`src/rtl/instruction_memory_loader.sv`:
```
// Boot loader: byte stream -> little-endian 32-bit words -> instruction RAM writes.
// Define LOADER_CHECKSUM_EN to require a trailing 32-bit sum word after the data.
module instruction_memory_loader #(
  parameter logic [63:0] BASE_ADDR = 64'h0,
  parameter int unsigned MAX_WORDS = 256
) (
  input  logic        clk,
  input  logic        rst,
  input  logic        start,
  input  logic [15:0] wordCount,
  input  logic [7:0]  byteData,
  input  logic        byteValid,
  output logic        byteReady,
  output logic        memWriteEnable,
  output logic [63:0] memWriteAddress,
  output logic [31:0] memWriteData,
  output logic        busy,
  output logic        done,
  output logic        error
);

  localparam logic [16:0] MAX_W = 17'(MAX_WORDS);

  typedef enum logic [2:0] {
    S_IDLE,
    S_COLLECT,
    S_WRITE,
    S_FINISH,
    S_FAIL
  } state_t;

  state_t      state_q, state_d;
  logic [15:0] cnt_q, cnt_d;
  logic [15:0] idx_q, idx_d;
  logic [1:0]  bcnt_q, bcnt_d;
  logic [23:0] part_q, part_d;
  logic [63:0] addr_q, addr_d;
  logic [31:0] data_q, data_d;
  logic        done_q, done_d;
  logic        err_q, err_d;
  logic [31:0] word_w;
  logic        xfer_w;
  logic [63:0] waddr_w;

`ifdef LOADER_CHECKSUM_EN
  logic [31:0] sum_q, sum_d;
  logic        trl_q, trl_d;
`endif

  assign word_w  = {byteData, part_q};
  assign xfer_w  = byteValid && (state_q == S_COLLECT);
  assign waddr_w = BASE_ADDR + {46'b0, idx_q, 2'b00};

  assign byteReady       = (state_q == S_COLLECT);
  assign memWriteEnable  = (state_q == S_WRITE);
  assign busy            = (state_q == S_COLLECT) || (state_q == S_WRITE);
  assign memWriteAddress = addr_q;
  assign memWriteData    = data_q;
  assign done            = done_q;
  assign error           = err_q;

  always_ff @(posedge clk or posedge rst) begin
    if (rst) begin
      state_q <= S_IDLE;
      cnt_q   <= '0;
      idx_q   <= '0;
      bcnt_q  <= '0;
      part_q  <= '0;
      addr_q  <= '0;
      data_q  <= '0;
      done_q  <= 1'b0;
      err_q   <= 1'b0;
`ifdef LOADER_CHECKSUM_EN
      sum_q   <= '0;
      trl_q   <= 1'b0;
`endif
    end else begin
      state_q <= state_d;
      cnt_q   <= cnt_d;
      idx_q   <= idx_d;
      bcnt_q  <= bcnt_d;
      part_q  <= part_d;
      addr_q  <= addr_d;
      data_q  <= data_d;
      done_q  <= done_d;
      err_q   <= err_d;
`ifdef LOADER_CHECKSUM_EN
      sum_q   <= sum_d;
      trl_q   <= trl_d;
`endif
    end
  end

  always_comb begin
    state_d = state_q;
    cnt_d   = cnt_q;
    idx_d   = idx_q;
    bcnt_d  = bcnt_q;
    part_d  = part_q;
    addr_d  = addr_q;
    data_d  = data_q;
    done_d  = done_q;
    err_d   = err_q;
`ifdef LOADER_CHECKSUM_EN
    sum_d   = sum_q;
    trl_d   = trl_q;
`endif
    unique case (state_q)
      S_IDLE: begin
        if (start) begin
          done_d = 1'b0;
          err_d  = 1'b0;
          cnt_d  = wordCount;
          idx_d  = '0;
          bcnt_d = '0;
`ifdef LOADER_CHECKSUM_EN
          sum_d  = '0;
          trl_d  = 1'b0;
`endif
          if (wordCount == 16'd0) begin
`ifdef LOADER_CHECKSUM_EN
            trl_d   = 1'b1;
            state_d = S_COLLECT;
`else
            done_d  = 1'b1;
            state_d = S_FINISH;
`endif
          end else if ({1'b0, wordCount} > MAX_W) begin
            err_d   = 1'b1;
            state_d = S_FAIL;
          end else begin
            state_d = S_COLLECT;
          end
        end
      end
      S_COLLECT: begin
        if (xfer_w) begin
          if (bcnt_q == 2'd3) begin
            bcnt_d = '0;
`ifdef LOADER_CHECKSUM_EN
            // Trailer word is compared, never written to RAM
            if (trl_q) begin
              trl_d = 1'b0;
              if (word_w == sum_q) begin
                done_d  = 1'b1;
                state_d = S_FINISH;
              end else begin
                err_d   = 1'b1;
                state_d = S_FAIL;
              end
            end else begin
              addr_d  = waddr_w;
              data_d  = word_w;
              state_d = S_WRITE;
            end
`else
            addr_d  = waddr_w;
            data_d  = word_w;
            state_d = S_WRITE;
`endif
          end else begin
            bcnt_d = bcnt_q + 2'd1;
            unique case (bcnt_q)
              2'd0:    part_d[7:0]   = byteData;
              2'd1:    part_d[15:8]  = byteData;
              default: part_d[23:16] = byteData;
            endcase
          end
        end
      end
      S_WRITE: begin
        idx_d = idx_q + 16'd1;
`ifdef LOADER_CHECKSUM_EN
        sum_d = sum_q + data_q;
`endif
        if (idx_d == cnt_q) begin
`ifdef LOADER_CHECKSUM_EN
          trl_d   = 1'b1;
          state_d = S_COLLECT;
`else
          done_d  = 1'b1;
          state_d = S_FINISH;
`endif
        end else begin
          state_d = S_COLLECT;
        end
      end
      S_FINISH: state_d = S_IDLE;
      S_FAIL:   state_d = S_IDLE;
      default:  state_d = S_IDLE;
    endcase
  end

endmodule

```
`config.mk`:
```
export PLATFORM = sky130hd
export DESIGN_NAME = instruction_memory_loader
export DESIGN_NICKNAME = d
export VERILOG_FILES = /design/src/rtl/instruction_memory_loader.sv
export SDC_FILE = /design/constraint.sdc
export NUM_CORES = 1
export LEC_CHECK = 0
export ABC_AREA = 1
export CAP_MARGIN = 20
export CORE_AREA = 3 3 97 99
export CTS_CLUSTER_SIZE = 20
export DETAILED_ROUTE_END_ITERATION = 10
export DIE_AREA = 0 0 100 102
export DONT_BUFFER_PORTS = 1
export PLACE_DENSITY = 0.88
export SLEW_MARGIN = 20
export SYNTH_ARGS = -nofsm -noshare
export SYNTH_HDL_FRONTEND = slang
export SYNTH_SLANG_ARGS = --single-unit
```
`constraint.sdc`:
```
create_clock -name clk -period 5 [get_ports clk]
set_clock_uncertainty 0.1 [all_clocks]
set_input_delay 1.5 -clock clk [delete_from_list [all_inputs] [get_ports clk]]
set_output_delay 1.5 -clock clk [all_outputs]
set_load 0.1 [all_outputs]
```
== After elaboration in Yosys (flattened, before gate mapping) ==
Cells that the tools add are included.
Word-level totals
  flip-flop bits (word level): 111
  input port bits: 28
Operators by class
  add/subtract/negate cells: 2
  magnitude comparators: 1
  equal/unequal tests: 9
  muxes and demuxes: 19
  bitwise gates (word level): 2
  reduce and logical (&&, ||, !) cells: 17
Operator list (count)
  16-bit one-hot mux with 2 select lines: 1
  16-bit by 1-bit adder with 16-bit output (second input constant): 1
  16-bit equality test: 1
  16-bit by 9-bit > comparator with 1-bit output (second input constant): 1
  16-bit logical NOT: 1
  16-bit 2-to-1 mux: 1
  3-bit 2-to-1 mux: 5
  3-bit AND reduction: 4
  4-bit AND reduction: 3
  3-bit one-hot mux with 3 select lines: 1
  2-bit 2-to-1 mux: 4
  2-bit by 1-bit inequality test with 1-bit output (second input constant): 3
  1-bit 2-to-1 mux: 5
  2-bit one-hot mux with 2 select lines: 1
  2-bit AND reduction: 2
  2-bit nonzero test: 2
  3-bit by 1-bit equality test with 1-bit output (second input constant): 1
  3-bit by 2-bit equality test with 1-bit output (second input constant): 1
  3-bit logical NOT: 1
  2-bit by 1-bit adder with 2-bit output (second input constant): 1
  2-bit by 1-bit equality test with 1-bit output (second input constant): 1
  2-bit equality test (second input constant): 1
  2-bit logical NOT: 1
  2-bit inequality test (second input constant): 1
  5 further kinds: 6

== Longest topological paths before layout ==
  depth in word-level cells: 5
  gate-level depth with buffers: 14
  gate-level depth less buffers: 14

== Worst setup path after synthesis ==
Ideal clock, no wire load.
  path type: flip-flop to output port
  start: register state_q[0]
  end: output busy
  arrival: 2.156 ns
  setup slack: 1.244 ns
  stages on the path, launching flop included: 6
  path buffers: 2
  path through: dfrtp_1 > nor3_1 > buf_2 > inv_1 > clkbuf_1 > nand2_1
On the way
  word-level cells in the longest chain between the ends: 2
  elaborated cells on any way between the ends: 3
RTL lines
  from (decl): line 32  | state_t state_q, state_d;
  from (signal assigned): line 78  | state_q <= state_d;
  3-bit by 2-bit equality test with 1-bit output
  via memWriteEnable: line 14  | output logic memWriteEnable,
  1-bit logical OR: line 56  | assign busy = (state_q == S_COLLECT) || (state_q == S_WRITE);
  to (decl): line 17  | output logic busy,
The timed path passes the listed nets, and every way through them passes these cells.

== Worst setup path after layout ==
  start: register state_q[2]
  end: output busy
On the way
  word-level cells in the longest chain between the ends: 2
  elaborated cells on any way between the ends: 3
RTL lines
  3-bit by 1-bit equality test with 1-bit output
  via byteReady: line 13  | output logic byteReady,
  1-bit logical OR: line 56
The timed path passes the listed nets, and every way through them passes these cells.

==> flow_metrics.env <==
export IMPL_initial_core_util_pct=61.88
export IMPL_relSlewSlack_pct=36.81
export IMPL_clock_sinks=111
export IMPL_path_clk_slew_ns=0.12
export IMPL_grt_pass1_wl_um=17550
export IMPL_worst_ir_drop_vdd_uv=326.3
export IMPL_die_y_um=102
export IMPL_final_hold_violation_count=0
export IMPL_antenna_left=0
export IMPL_fin_setup_tns_ns=0
export IMPL_drc_errors=0
export IMPL_cts_root_buf="clkbuf_8"
export IMPL_finalWirelength_um=11070
export IMPL_maxCapViolCount=0
export IMPL_finalCriticalPeriod_ns=4.021
export IMPL_portBuffers=0
export IMPL_vias_per_cell=5.496
export IMPL_syn_area_per_cell_sq_um=9.182
export IMPL_slew_violations=0
export IMPL_netlist_area_sq_um=5344
export IMPL_wl_per_cell_um=15.96
export IMPL_worst_slew_pin_slew_ns=0.9478
export IMPL_cts_max_level=3
export IMPL_grt_overflow=0
export IMPL_die_w_um=100
export IMPL_leakage_nw=2.693
export IMPL_grt_pass1_vias=3653
export IMPL_setup_worst_path_start_class="flip-flop"
export IMPL_r2r_slack_ns=2.09
export IMPL_dieArea_sq_um=10200
export IMPL_grt_usage_pct=21.90
export IMPL_drt_initial_drc_count=311
export IMPL_grt_max_degree=83
export IMPL_ys_warnings_count=0
export IMPL_insertion_delay_ns=0.38
export IMPL_powerDensity_nw_per_um2=613.7
export IMPL_post_cts_buffers=0
export IMPL_crit_arrival_ns=2.42
export IMPL_dp_hpwl_um=8132
export IMPL_post_route_period_util_pct=80.42
export IMPL_synth_distinct_cells=33
export IMPL_diodes=0
export IMPL_core_area_sq_um=8636
export IMPL_vias=3814
export IMPL_numCtsBuffers=9
export IMPL_nets=614
export IMPL_synthCells=582
export IMPL_fin_cells=694
export IMPL_ys_ff_latch=111
export IMPL_setup_violations=0
export IMPL_status="finished clean"
export IMPL_cp_end_kind="primary output"
export IMPL_drtPass1Iterations=5
export IMPL_holdBufCountCts=0
export IMPL_mostFrequentLayoutCell="nand2_1"
export IMPL_cts_resized=0
export IMPL_area_growth_pct=2.505
export IMPL_final_cell_mix="131 x nand2_1, 111 x dfrtp_1, 67 x o21ai_0"
export IMPL_critPathRequiredTime_ns=3.40
export IMPL_synthTopCellsByArea="dfrtp_1 52%, nand2_1 9.2%, buf_4 7.0%"
export IMPL_synth_seq_area_share_pct=51.98
export IMPL_clock_path_buffers=2
export IMPL_drive_gt1_share_pct=11.95
export IMPL_antenna_found_initial=0
export IMPL_path_class="reg2out"
export IMPL_place_inst=678
export IMPL_synth_top_area_share_pct=51.98
export IMPL_fp_row_count=34
export IMPL_rsz0062_at_grt="no"
export IMPL_fmax_ghz=0.2487
export IMPL_hold_path_class="reg2reg"
export IMPL_cts_tree="built"
export IMPL_yosysTopAreaCell="dfrtp_1"
export IMPL_crit_path_max_fanout=5
export IMPL_pin_count=129
export IMPL_gp_congestion=0.8920
[path summary, 6_finish.rpt]
kind                                        to  depth (start not counted)  startpoint
min in group asynchronous   memWriteAddress[8]                          1         rst
max in group asynchronous     memWriteData[25]                          2         rst
max                                       busy                          5  state_q[2]
min reg2reg                         part_q[12]                          2  part_q[12]
min                                 part_q[12]                          2  part_q[12]
max reg2reg                memWriteAddress[11]                          9  state_q[2]
[critical path, stage by stage, from the launching register on]
cell and delay [ns]:
dfrtp_1 0.42, nor2_1 0.12, inv_2 0.08, nor2_4 0.53, inv_2 0.17, nand2_1 0.72
[area by class of cell]
type	instances	area, sq um
flip-flops and latches	111	2778
multi-input cells	401	2101
repair buffers	5	57.56
well taps	108	135.1
inverters	53	203.9
fillers	694	3158
clock buffers	9	123.9
clock inverters	7	78.83
[cells in the mapped netlist (all sizes together)]
library cell and number:
and2 1, nor2 40, a211oi 1, dfrtp 111, nor3 2, inv 53
nand3 40, nor4 1, buf 57, o21ai 67, nand3b 3, ha 5
a21oi 7, xor2 1, o22ai 8, conb 1, clkbuf 7, nand2 134
mux2 28, xor3 1, nand4 8, xnor2 4, a31oi 1, a21boi 1
[per-layer routing]
metal	part of all wire, %	global-route usage (%)
met5	0	0
met4	2.0	7.358
met3	8.2	6.280
met2	51	37.61
met1	39	26.81
[logic make-up after synthesis]
kind of cell	share of synthesized area (%)
and+or+nand+nor	19.25
buffers and inverters	12.10
DFF	51.98
AOI/OAI and AO/OA	8.265
muxes	5.900
xor gates and xnor gates	1.264
adders and majority gates	1.171
other	0.07017
[stage by stage]
stage / setup slack, ns / hold WS, ns / power (mW) / instance area [sq um] / utilization (%)
floorplan: 0.4693 / 0.3461 / 2.687 / 5520 / -
finish: 0.9788 / 0.3956 / 3.362 / 5478 / 63.43
global placement: 1.442 / 0.3630 / 2.783 / 5273 / 61.05
global route: 0.9337 / 0.4159 / 3.522 / 5478 / 63.43
detailed placement: 1.403 / 0.3705 / 2.841 / 5273 / 61.05
CTS: 0.9684 / 0.3999 / 3.374 / 5475 / 63.40
[sequential cells by signal (all words and copies together), names as in the netlist]
register	count
done	1
memWriteAddress	16
cnt_q	16
part_q	24
idx_q	16
bcnt_q	2
state_q	3
error	1
memWriteData	32
[power by group]
part,switching [mW],internal [mW]
clock network,0.339,0.201
registers,0.861,1.13
logic,0.593,0.238
No activity file was read; power rests on OpenSTA's default activity.
